===== src/rtl/run_ctrl_if.sv =====
// Control bundle between the run sequencer and the host/decode side.
// The host drives requests in; the sequencer drives fetch-unit strobes and run status out.
interface run_ctrl_if;
    logic        start;
    logic        abort;
    logic [1:0]  prog_sel;
    logic        halt_in;
    logic        step_en;
    logic        step;
    logic        core_init;
    logic        core_req;
    logic        core_halt;
    logic        ack;
    logic        busy;
    logic        done;
    logic        timeout;
    logic [1:0]  cur_prog;
    logic [15:0] run_cycles;

    modport master (
        output start, abort, prog_sel, halt_in, step_en, step,
        input  core_init, core_req, core_halt, ack, busy, done, timeout, cur_prog, run_cycles
    );

    modport slave (
        input  start, abort, prog_sel, halt_in, step_en, step,
        output core_init, core_req, core_halt, ack, busy, done, timeout, cur_prog, run_cycles
    );
endinterface


===== src/rtl/run_ctrl.sv =====
// Program-run sequencer: launches the fetch unit, counts run cycles, supports
// single-step, and ends a run on a halt instruction, a cycle budget, or abort.
module run_ctrl #(
    parameter logic [15:0] MAX_CYCLES = 16'd4096
) (
    input logic       clk,
    input logic       Init_n,
    run_ctrl_if.slave bus
);

    typedef enum logic [2:0] {IDLE, INIT, LAUNCH, RUN, STEP, DONE} state_t;

    state_t      state_reg, state_next;
    logic        step_en_reg, step_prev_reg;
    logic        timeout_reg, timeout_next;
    logic [1:0]  cur_prog_reg, cur_prog_next;
    logic [15:0] run_cycles_reg, run_cycles_next;

    logic        step_edge, budget_hit, accept, running;
    logic        core_init_dec, core_req_dec, core_halt_dec, ack_dec, busy_dec, done_dec;

    assign step_edge  = bus.step & ~step_prev_reg;
    assign budget_hit = (run_cycles_reg == MAX_CYCLES);
    assign running    = (state_reg == RUN) || (state_reg == STEP);
    assign accept     = ((state_reg == IDLE) || (state_reg == DONE)) && bus.start && !bus.abort;

    always_ff @(posedge clk or negedge Init_n) begin
        if (!Init_n) begin
            state_reg <= IDLE;
        end else begin
            state_reg <= state_next;
        end
    end

    always_comb begin
        state_next = state_reg;
        if (bus.abort) begin
            state_next = IDLE;
        end else begin
            case (state_reg)
                IDLE, DONE: if (bus.start) state_next = INIT;
                INIT:       state_next = LAUNCH;
                LAUNCH:     state_next = RUN;
                RUN: begin
                    if (bus.halt_in || budget_hit)      state_next = DONE;
                    else if (step_en_reg && step_edge)  state_next = STEP;
                end
                STEP: begin
                    if (bus.halt_in || budget_hit) state_next = DONE;
                    else                           state_next = RUN;
                end
                default:    state_next = IDLE;
            endcase
        end
    end

    // Strobes come only from registered state; in RUN the core is also held once
    // the budget is used up so the timeout cycle itself gives it no extra work.
    always_comb begin
        core_init_dec = 1'b0;
        core_req_dec  = 1'b0;
        core_halt_dec = 1'b1;
        ack_dec       = 1'b0;
        busy_dec      = 1'b0;
        done_dec      = 1'b0;
        case (state_reg)
            INIT: begin
                core_init_dec = 1'b1;
                ack_dec       = 1'b1;
                busy_dec      = 1'b1;
            end
            LAUNCH: begin
                core_req_dec  = 1'b1;
                core_halt_dec = 1'b0;
                busy_dec      = 1'b1;
            end
            RUN: begin
                core_halt_dec = step_en_reg | budget_hit;
                busy_dec      = 1'b1;
            end
            STEP: begin
                core_halt_dec = 1'b0;
                busy_dec      = 1'b1;
            end
            DONE:    done_dec = 1'b1;
            default: ;
        endcase
    end

    always_comb begin
        cur_prog_next   = accept ? bus.prog_sel : cur_prog_reg;
        run_cycles_next = run_cycles_reg;
        if (accept) begin
            run_cycles_next = 16'h0000;
        end else if (!core_halt_dec && (run_cycles_reg != 16'hFFFF)) begin
            run_cycles_next = run_cycles_reg + 16'd1;
        end
        timeout_next = timeout_reg;
        if (bus.abort || accept) begin
            timeout_next = 1'b0;
        end else if (running && !bus.halt_in && budget_hit) begin
            timeout_next = 1'b1;
        end
    end

    always_ff @(posedge clk or negedge Init_n) begin
        if (!Init_n) begin
            step_en_reg    <= 1'b0;
            step_prev_reg  <= 1'b0;
            timeout_reg    <= 1'b0;
            cur_prog_reg   <= 2'b00;
            run_cycles_reg <= 16'h0000;
        end else begin
            step_en_reg    <= bus.step_en;
            step_prev_reg  <= bus.step;
            timeout_reg    <= timeout_next;
            cur_prog_reg   <= cur_prog_next;
            run_cycles_reg <= run_cycles_next;
        end
    end

    assign bus.core_init  = core_init_dec;
    assign bus.core_req   = core_req_dec;
    assign bus.core_halt  = core_halt_dec;
    assign bus.ack        = ack_dec;
    assign bus.busy       = busy_dec;
    assign bus.done       = done_dec;
    assign bus.timeout    = timeout_reg;
    assign bus.cur_prog   = cur_prog_reg;
    assign bus.run_cycles = run_cycles_reg;

endmodule


===== src/flat_wrapper.sv =====
// flat-port wrapper written by rule: the top's interface ports become plain ports
module run_ctrl_flat 
#(
    parameter logic [15:0] MAX_CYCLES = 16'd4096
)
  (clk, Init_n, bus_start, bus_abort, bus_prog_sel, bus_halt_in, bus_step_en, bus_step, bus_core_init, bus_core_req, bus_core_halt, bus_ack, bus_busy, bus_done, bus_timeout, bus_cur_prog, bus_run_cycles);
  run_ctrl_if bus_i ();
  input logic clk;
  input logic Init_n;
  input wire logic [$bits(bus_i.start)-1:0] bus_start;
  input wire logic [$bits(bus_i.abort)-1:0] bus_abort;
  input wire logic [$bits(bus_i.prog_sel)-1:0] bus_prog_sel;
  input wire logic [$bits(bus_i.halt_in)-1:0] bus_halt_in;
  input wire logic [$bits(bus_i.step_en)-1:0] bus_step_en;
  input wire logic [$bits(bus_i.step)-1:0] bus_step;
  output wire logic [$bits(bus_i.core_init)-1:0] bus_core_init;
  output wire logic [$bits(bus_i.core_req)-1:0] bus_core_req;
  output wire logic [$bits(bus_i.core_halt)-1:0] bus_core_halt;
  output wire logic [$bits(bus_i.ack)-1:0] bus_ack;
  output wire logic [$bits(bus_i.busy)-1:0] bus_busy;
  output wire logic [$bits(bus_i.done)-1:0] bus_done;
  output wire logic [$bits(bus_i.timeout)-1:0] bus_timeout;
  output wire logic [$bits(bus_i.cur_prog)-1:0] bus_cur_prog;
  output wire logic [$bits(bus_i.run_cycles)-1:0] bus_run_cycles;
  assign bus_i.start = bus_start;
  assign bus_i.abort = bus_abort;
  assign bus_i.prog_sel = bus_prog_sel;
  assign bus_i.halt_in = bus_halt_in;
  assign bus_i.step_en = bus_step_en;
  assign bus_i.step = bus_step;
  assign bus_core_init = bus_i.core_init;
  assign bus_core_req = bus_i.core_req;
  assign bus_core_halt = bus_i.core_halt;
  assign bus_ack = bus_i.ack;
  assign bus_busy = bus_i.busy;
  assign bus_done = bus_i.done;
  assign bus_timeout = bus_i.timeout;
  assign bus_cur_prog = bus_i.cur_prog;
  assign bus_run_cycles = bus_i.run_cycles;
  run_ctrl #(.MAX_CYCLES(MAX_CYCLES)) u_core (.clk(clk), .Init_n(Init_n), .bus(bus_i));
endmodule

===== config.mk =====
export PLATFORM = sky130hd
export DESIGN_NAME = run_ctrl_flat
export DESIGN_NICKNAME = d
export VERILOG_FILES = /design/src/rtl/run_ctrl_if.sv /design/src/rtl/run_ctrl.sv /design/src/flat_wrapper.sv
export SDC_FILE = /design/constraint.sdc
export NUM_CORES = 1
export LEC_CHECK = 0
export ABC_CLOCK_PERIOD_IN_PS = 2170
export BUFFER_PORTS_ARGS = -buffer_cell sky130_fd_sc_hd__buf_2
export CORE_ASPECT_RATIO = 1.2
export CORE_MARGIN = 8
export CORE_UTILIZATION = 53
export DETAILED_ROUTE_END_ITERATION = 6
export MAX_ROUTING_LAYER = met4
export PLACE_DENSITY = 0.79
export SLEW_MARGIN = 20
export SYNTH_ARGS = -nofsm -noshare
export SYNTH_HDL_FRONTEND = slang
export SYNTH_SLANG_ARGS = --single-unit

===== constraint.sdc =====
create_clock -name clk -period 2.17 [get_ports clk]
set_input_delay 0 -clock clk [delete_from_list [all_inputs] [get_ports clk]]
set_output_delay 0 -clock clk [all_outputs]
set_load 0.05 [all_outputs]

# Word level (Yosys, flattened, before mapping)
# Index checks and enable logic that the tools add are counted.
[classes]
addsub = 1
eq_ne = 9
mux = 15
bitwise = 3
n_reduce_logical = 20
[ops]
columns = ["operator", "n"]
rows = [
  ["$mux 16", 2],
  ["$add 16x1->16 const B", 1],
  ["$eq 16x13->1 const B", 1],
  ["$ne 16x16->1 const B", 1],
  ["$mux 3", 5],
  ["$pmux 3 s5", 1],
  ["$eq 3x2->1 const B", 2],
  ["$eq 3x3->1 const B", 2],
  ["$logic_and 1x1->1", 6],
  ["$mux 1", 6],
  ["$logic_or 1x1->1", 4],
  ["$ne 4x4->1 const B", 1],
  ["$reduce_bool 2->1", 2],
  ["$reduce_or 2->1", 2],
  ["$reduce_or 4->1", 1],
  ["$eq 3x1->1 const B", 1],
  ["$logic_not 1->1", 3],
  ["$logic_not 3->1", 1],
  ["$ne 3x3->1 const B", 1],
  ["$pmux 1 s2", 1],
  ["$reduce_and 2->1", 1],
  ["$and 1x1->1", 1],
  ["$not 1->1", 1],
  ["$or 1x1->1", 1],
]
[word_totals]
ff_bits = 24
in_bits = 9
out_inout_bits = 25
elab_cells = 54

# Logic depth before layout (Yosys ltp)
# Gate-level depths: netlist of run 1.
[depth]
ltp_word = 7
mapped_depth = 10
depth_no_buf = 8

# Least setup slack after synthesis of run 1
# Ideal clock, no wire load.
[synth_path]
kind = "reg2reg"
start = "register u_core.run_cycles_reg[0], in the netlist u_core.bus.run_cycles[0]"
end = "register u_core.run_cycles_reg[13], in the netlist u_core.bus.run_cycles[13]"
setup_time_ns = 0.078
arrival_time_ns = 2.198
t_required_ns = 2.092
setup_slack_ns = -0.106
path_stages_with_launch = 10
n_path_buf = 1
synth_period_minus_slack_ns = 2.276
cell_sequence = "dfrtp_1 > inv_1 > ha_1 > nor3b_1 > nand4_1 > a21o_4 > inv_2 > buf_6 > or4_1 > a21oi_1"
[synth_via]
elab_chain_cells = 6
elab_cells_between_ends = 10
classes_between = "add/sub (1); eq/ne (2); mux (3); bitwise (1); reduce/logical (3)"
[synth_rtl]
columns = ["item", "line", "rtl"]
rows = [
  ["start: declaration", "run_ctrl.sv:17", "logic [15:0] run_cycles_reg, run_cycles_next;"],
  ["start signal: assignment", "run_ctrl.sv:118", "run_cycles_reg <= run_cycles_next;"],
  ["branches (longest 6 deep; another with $add 16x1->16)", "-", ""],
]
# Several ways; the timed one is not identified. The select of a mux whose other input is x is not followed.
# A chain may end at the register's enable or synchronous reset.

# Worst setup path after layout of run 1
[layout_path]
start = "register u_core.run_cycles_reg[7], in the netlist u_core.bus.run_cycles[7]"
end = "output port bus_core_halt"
[layout_via]
elab_chain_cells = 3
[layout_rtl]
columns = ["item", "line", "rtl"]
rows = [
  ["$eq 16x13->1", "run_ctrl.sv:23", "assign budget_hit = (run_cycles_reg == MAX_CYCLES);"],
  ["$or 1x1->1", "run_ctrl.sv:78", "core_halt_dec = step_en_reg | budget_hit;"],
  ["$pmux 1 s2", "run_ctrl.sv:66", "case (state_reg)"],
  ["end: declaration", "flat_wrapper.sv:18", "output wire logic [$bits(bus_i.core_halt)-1:0] bus_core_halt;"],
]
# No other way between the ends.

==> flow_summary.toml, run 1 <==
[logic_synthesis]
synth_ff_type = "dfrtp_1"
synth-seq-area-share_pct = 41.74
synth_edf_count = 0
yosysTopAreaCellShare_pct = 41.74
synthTopCellsByArea = "dfrtp_1 (42%), mux2i_1 (5.6%), nand2_1 (5.2%), a21oi_1 (3.8%), nand3_1 (3.5%)"
synth.avg_cell_area_sq_um = 9.050
synth.largest_area_cell = "dfrtp_1"
syn-instance-count = 159
synth_warnings = 0
async_reset_ff_share_pct = 100.0
syn_area_sq_um = 1439
synth_nets = 170
synth_cell_type_count = 38
synth.ff_latch_count = 24

[routing]
wl_met2_mm = 1.873
drt-met1-wl_mm = 1.447
drt-total-wl_mm = 3.596
ant_nets = 0
viasPerCell = 6.066
first_pass_iters = 4
wl_per_cell_um = 15.70
drt_iter0_markers = 115
highest_layer = "met4"
vias = 1389
route.met3.wl_um = 207
drc = 0

[clock_network]
h-tree-depth = 1
ctsRootBufferMaster = "clkbuf_4"
worstSkewPairLatency_ns = 0.31
cts.sinks = 24
clk_path_buf_depth = 2
cts_tree = "yes"
clk_pin_slew_ns = 0.13
post_cts_buffers = 0
cts_buffers = 3

[pwr]
cellPowerDensity_nw_per_um2 = 667.8
vdd_ir_drop_max_mv = 0.6331
total_leakage_power_nw = 0.7929

[worst_setup_path]
critical_path.cell_chain = "nor4_1, nand4_1, a21o_4, inv_6, buf_6"
r2r_slack_ns = 0.19
worstPathRequired_ns = 2.17
critical_path.max_stage_delay_ns = 0.48
crit_family = "simple AND/OR/NAND/NOR gates"
startpoint_type = "flop"
rr_worst_depth = 8
worst-setup-path-type = "reg2out"
crit_buf_inv = 2
end_kind = "output pin"
reg2reg_from = "u_core.bus.run_cycles[0]"
r2r-end = "u_core.bus.run_cycles[12]"
critPathArrivalTime_ns = 1.99
critical_path_peak_fanout = 20
cpMaxStageDelayCell = "dfrtp_1"

[sta]
skew_ns = 0.005244
hold_viol_final = 0
setup_viol = 0
fin_crit_sh_pct = 91.55
tightest_slew_ns = 0.5243
rsz0062_at_grt = "false"
relSlewSlack_pct = 65.05
max_freq_mhz = 503.4
min_period_ns = 1.987
tns_ns = 0
fin_ws_ns = 0.1834
drv_slew = 0

[floorplan]
die_y_um = 73.08
io_pins = 34
initial_core_util_pct = 56.37
fp-row-count = 20
dieArea_sq_um = 4645
die_x_um = 63.57
core_area_sq_um = 2552

[status]
status = "finished, final reports clean"

[run]
cap_violations = 0

[grt]
grt_pass1_wl_mm = 6.023
grt_usage_pct = 16.40
antenna_found_initial = 0
grt_max_degree = 25
first_global_vias = 1405
gr-total-overflow = 0

[layout]
layout_common_cells = "buf_2 (32), dfrtp_1 (22), nand2_1 (20), a21oi_1 (11), nand3_1 (10)"
largest_reg_flops = 16
multiInputGateArea_sq_um = 757.0
final_common_cell = "buf_2"
diodes = 0
syn2layout_area_growth_pct = 18.96
fillers = 229
layout.nets = 208
drive_gt1_share_pct = 25.51
seq_area_sq_um = 603.1

[place]
dp_worst_setup_slack_ns = 0.1654
io_buffers = 33
dp_hpwl_mm = 2.626
place.gp.congestion = 0.9270

[worst_hold_path]
hp-start = "bus_halt_in"
worstHoldEndpoint = "u_core.bus.timeout"
holdPathStages = 4
min_path_type = "in2reg"
==> cell families after synthesis <==
family	synth area share (%)
AOI/OAI and AO/OA	12.52
xor gates and xnor gates	1.218
adders and majority gates	1.739
buffers and inverters	5.652
DFF	41.74
muxes	5.565
and+or+nand+nor	31.56
==> per-layer routing <==
layer | vias to the layer above | track usage [%]
met5 | - | -
met4 | 0 | 7.940
met3 | 8 | 4.147
met2 | 49 | 29.46
met1 | 680 | 16.22
li1 | 652 | -
==> layout make-up <==
class | instances | area share [%]
repair buffers | 41 | 14.40
inverters | 6 | 1.608
well taps | 33 | 2.412
multi-input cells | 121 | 44.23
clock buffers | 4 | 2.120
flip-flops and latches | 24 | 35.23
==> per-stage QoR <==
step	power, mW	utilization (%)	area [sq um]	hold WS [ns]	instances
after floorplan	0.8228	-	1441	-0.2956	159
after global placement	0.8939	62.84	1604	0.001296	219
after detailed placement	0.9055	62.84	1604	0.01231	219
after CTS	1.150	66.81	1705	0.01246	229
after global routing	1.221	67.06	1712	0.02417	229
final	1.143	67.06	1712	0.02820	229
==> tightest hold or removal path: stages <==
cell	delay [ns]
buf_2	0.10
nor3_1	0.07
nor2_1	0.10
nor3_1	0.05
==> synth_stat cells, drive strengths merged, types with 4 or more instances <==
cell type,count
a21oi,12
and3,4
buf,6
dfrtp,24
inv,6
mux2i,8
nand2,20
nand2b,5
nand3,10
nor2,9
nor4,4
o21ai,4
o31ai,6
or2,4
or4,5
==> power breakdown <==
part / switching [mW] / internal, mW / total (mW)
Sequential: 0.0418 / 0.485 / 0.527
Combinational: 0.273 / 0.110 / 0.384
Clock: 0.130 / 0.103 / 0.233
==> worst max path at each step <==
stage	startpoint	end	cells after the start
floorplan	u_core.bus.run_cycles[0]	u_core.bus.run_cycles[13]	9
finish	u_core.bus.run_cycles[7]	bus_core_halt	5
detailed placement	u_core.bus.run_cycles[0]	u_core.bus.run_cycles[12]	8
global placement	u_core.bus.run_cycles[0]	u_core.bus.run_cycles[6]	8
global route	u_core.bus.run_cycles[0]	bus_core_halt	7
CTS	u_core.bus.run_cycles[0]	bus_core_halt	7
==> repair_timing <==
| item | CTS | global route |
|---|---|---|
| hold buffers | 6 | 0 |
| resized for setup | 2 | 2 |
| endpoints found under the setup margin | 1 | 1 |
| endpoints found under the hold margin | 31 | 0 |
| gates cloned | 0 | 0 |
| pin swaps | 0 | 1 |
No activity file was read; power rests on OpenSTA's default activity.
==> inputs of run 2 (changes only) <==
RECOVER_POWER = 50   (was not set)
SLEW_MARGIN = not set   (was 20)
==> flow_summary.toml, run 2 (synthesis results as in run 1) <==
[floorplan]
io_pins = 34
fp-row-count = 20
die_y_um = 73.08
core_area_sq_um = 2552
initial_core_util_pct = 56.37
dieArea_sq_um = 4645
die_x_um = 63.57

[layout]
fin_cells = 229
largest_reg_flops = 16
syn2layout_area_growth_pct = 17.91
layout_common_cells = "dfrtp_1 (22), nand2_1 (20), buf_2 (20), clkbuf_1 (12), a21oi_1 (11)"
layout.nets = 208
finalInstanceArea_sq_um = 1697
final_common_cell = "dfrtp_1"
diodes = 0
drive_gt1_share_pct = 19.39

[sta]
max_freq_mhz = 504.6
relSlewSlack_pct = 16.21
tightest_slew_ns = 1.257
min_period_ns = 1.982
hold_viol_final = 0
setup_viol = 0
rsz0062_at_grt = "false"
fin_crit_sh_pct = 91.32
tns_ns = 0
skew_ns = 0.004847
drv_slew = 0

[routing]
wl_per_cell_um = 15.76
viasPerCell = 6.039
first_pass_iters = 4
drt-total-wl_mm = 3.608
ant_nets = 0
drt_iter0_markers = 133
drc = 0
vias = 1383

[worst_setup_path]
critPathArrivalTime_ns = 2.22
rr_worst_depth = 8
end_kind = "flop"
reg2reg_from = "u_core.bus.run_cycles[0]"
critical_path.cell_chain = "inv_1, ha_1, nor3b_1, nand4_1, a21o_4, inv_6, or4_1, a21oi_1"
critical_path_peak_fanout = 20
r2r-end = "u_core.bus.run_cycles[12]"
r2r_slack_ns = 0.19
cpMaxStageDelayCell = "or4_1"
worstPathRequired_ns = 2.41
startpoint_type = "flop"
critical_path.max_stage_delay_ns = 0.50
worst-setup-path-type = "reg2reg"
worstSetupStartpoint = "u_core.bus.run_cycles[0]"
setup.worst_path.end = "u_core.bus.run_cycles[12]"

[run]
cap_violations = 0

[clock_network]
ctsRootBufferMaster = "clkbuf_4"
h-tree-depth = 1
clk_pin_slew_ns = 0.13
cts_tree = "yes"
cts.sinks = 24
cts_buffers = 3
clk_path_buf_depth = 2
worstSkewPairLatency_ns = 0.31

[pwr]
cellPowerDensity_nw_per_um2 = 669.9
total_leakage_power_nw = 0.7471
vdd_ir_drop_max_mv = 0.6238
p_total_mw = 1.137

[worst_hold_path]
holdPathStages = 3
min_path_type = "in2reg"
hp-start = "bus_start"

[grt]
antenna_found_initial = 0
grt_pass1_wl_mm = 6.023
first_global_vias = 1405
gr-total-overflow = 0
grt_max_degree = 25
grt_usage_pct = 16.40

[place]
place.gp.congestion = 0.9270
io_buffers = 33
dp.cells = 219
dpl-instance-area_sq_um = 1604
dp_hpwl_mm = 2.626

[status]
status = "finished, final reports clean"
==> run 2: where the power goes <==
| part | switching [mW] | total, mW | leakage (nW) | internal, mW |
|---|---|---|---|---|
| Sequential | 0.0423 | 0.527 | 0.321 | 0.485 |
| Combinational | 0.273 | 0.376 | 0.405 | 0.103 |
| Clock | 0.130 | 0.233 | 0.0210 | 0.103 |
==> run 2: how the worst min path moves through the flow <==
stage / slack [ns] / end
floorplan: -0.30 / u_core.bus.cur_prog[0]
global placement: 0.001 / u_core.bus.run_cycles[11]
detailed placement: 0.01 / u_core.bus.run_cycles[11]
CTS: 0.01 / u_core.bus.timeout
global route: 0.02 / u_core.bus.timeout
finish: 0.04 / u_core.state_reg[0]
==> run 2: routing by layer <==
layer	share of wire [%]	routed length, um	GRT usage (%)	vias to the layer above
li1	-	-	-	651
met1	40	1452	16.22	673
met2	52	1867	29.46	51
met3	6.0	216	4.147	8
met4	2.0	72	7.940	0
met5	0	0	-	-
==> run 2: worst max-delay path, delay by kind of cell (launching register included) <==
kind	cells	cell delay, ns
flip-flops	1	0.41
buffers and inverters	2	0.14
AO/OA/AOI/OAI	2	0.37
adder cells (fa/ha/maj)	1	0.18
AND/OR/NAND/NOR	3	0.80
==> run 2: area by class of cell <==
cell class                 instances  area [sq um]
clock buffer                       4         36.28
fill                             239         855.8
inverter                           6         27.53
multi-input combinational        121         757.0
sequential                        24         603.1
tap                               33         41.29
timing repair buffer              41         231.5
==> run 2: per-stage QoR <==
stage | hold WS, ns | util [%] | worst slack [ns]
floorplan | -0.2956 | - | 0.05181
global placement | 0.001296 | 62.84 | 0.2584
detailed placement | 0.01231 | 62.84 | 0.1654
CTS | 0.01246 | 66.81 | 0.09756
global route | 0.02418 | 66.47 | 0.004817
finish | 0.03975 | 66.47 | 0.1883
==> run 2: what timing repair did <==
item,CTS,global route
buffers inserted,0,0
hold buffers,6,0
endpoints found under the hold margin,31,0
pin swaps,0,1
setup endpoints to repair,1,1
gates resized for setup,2,2
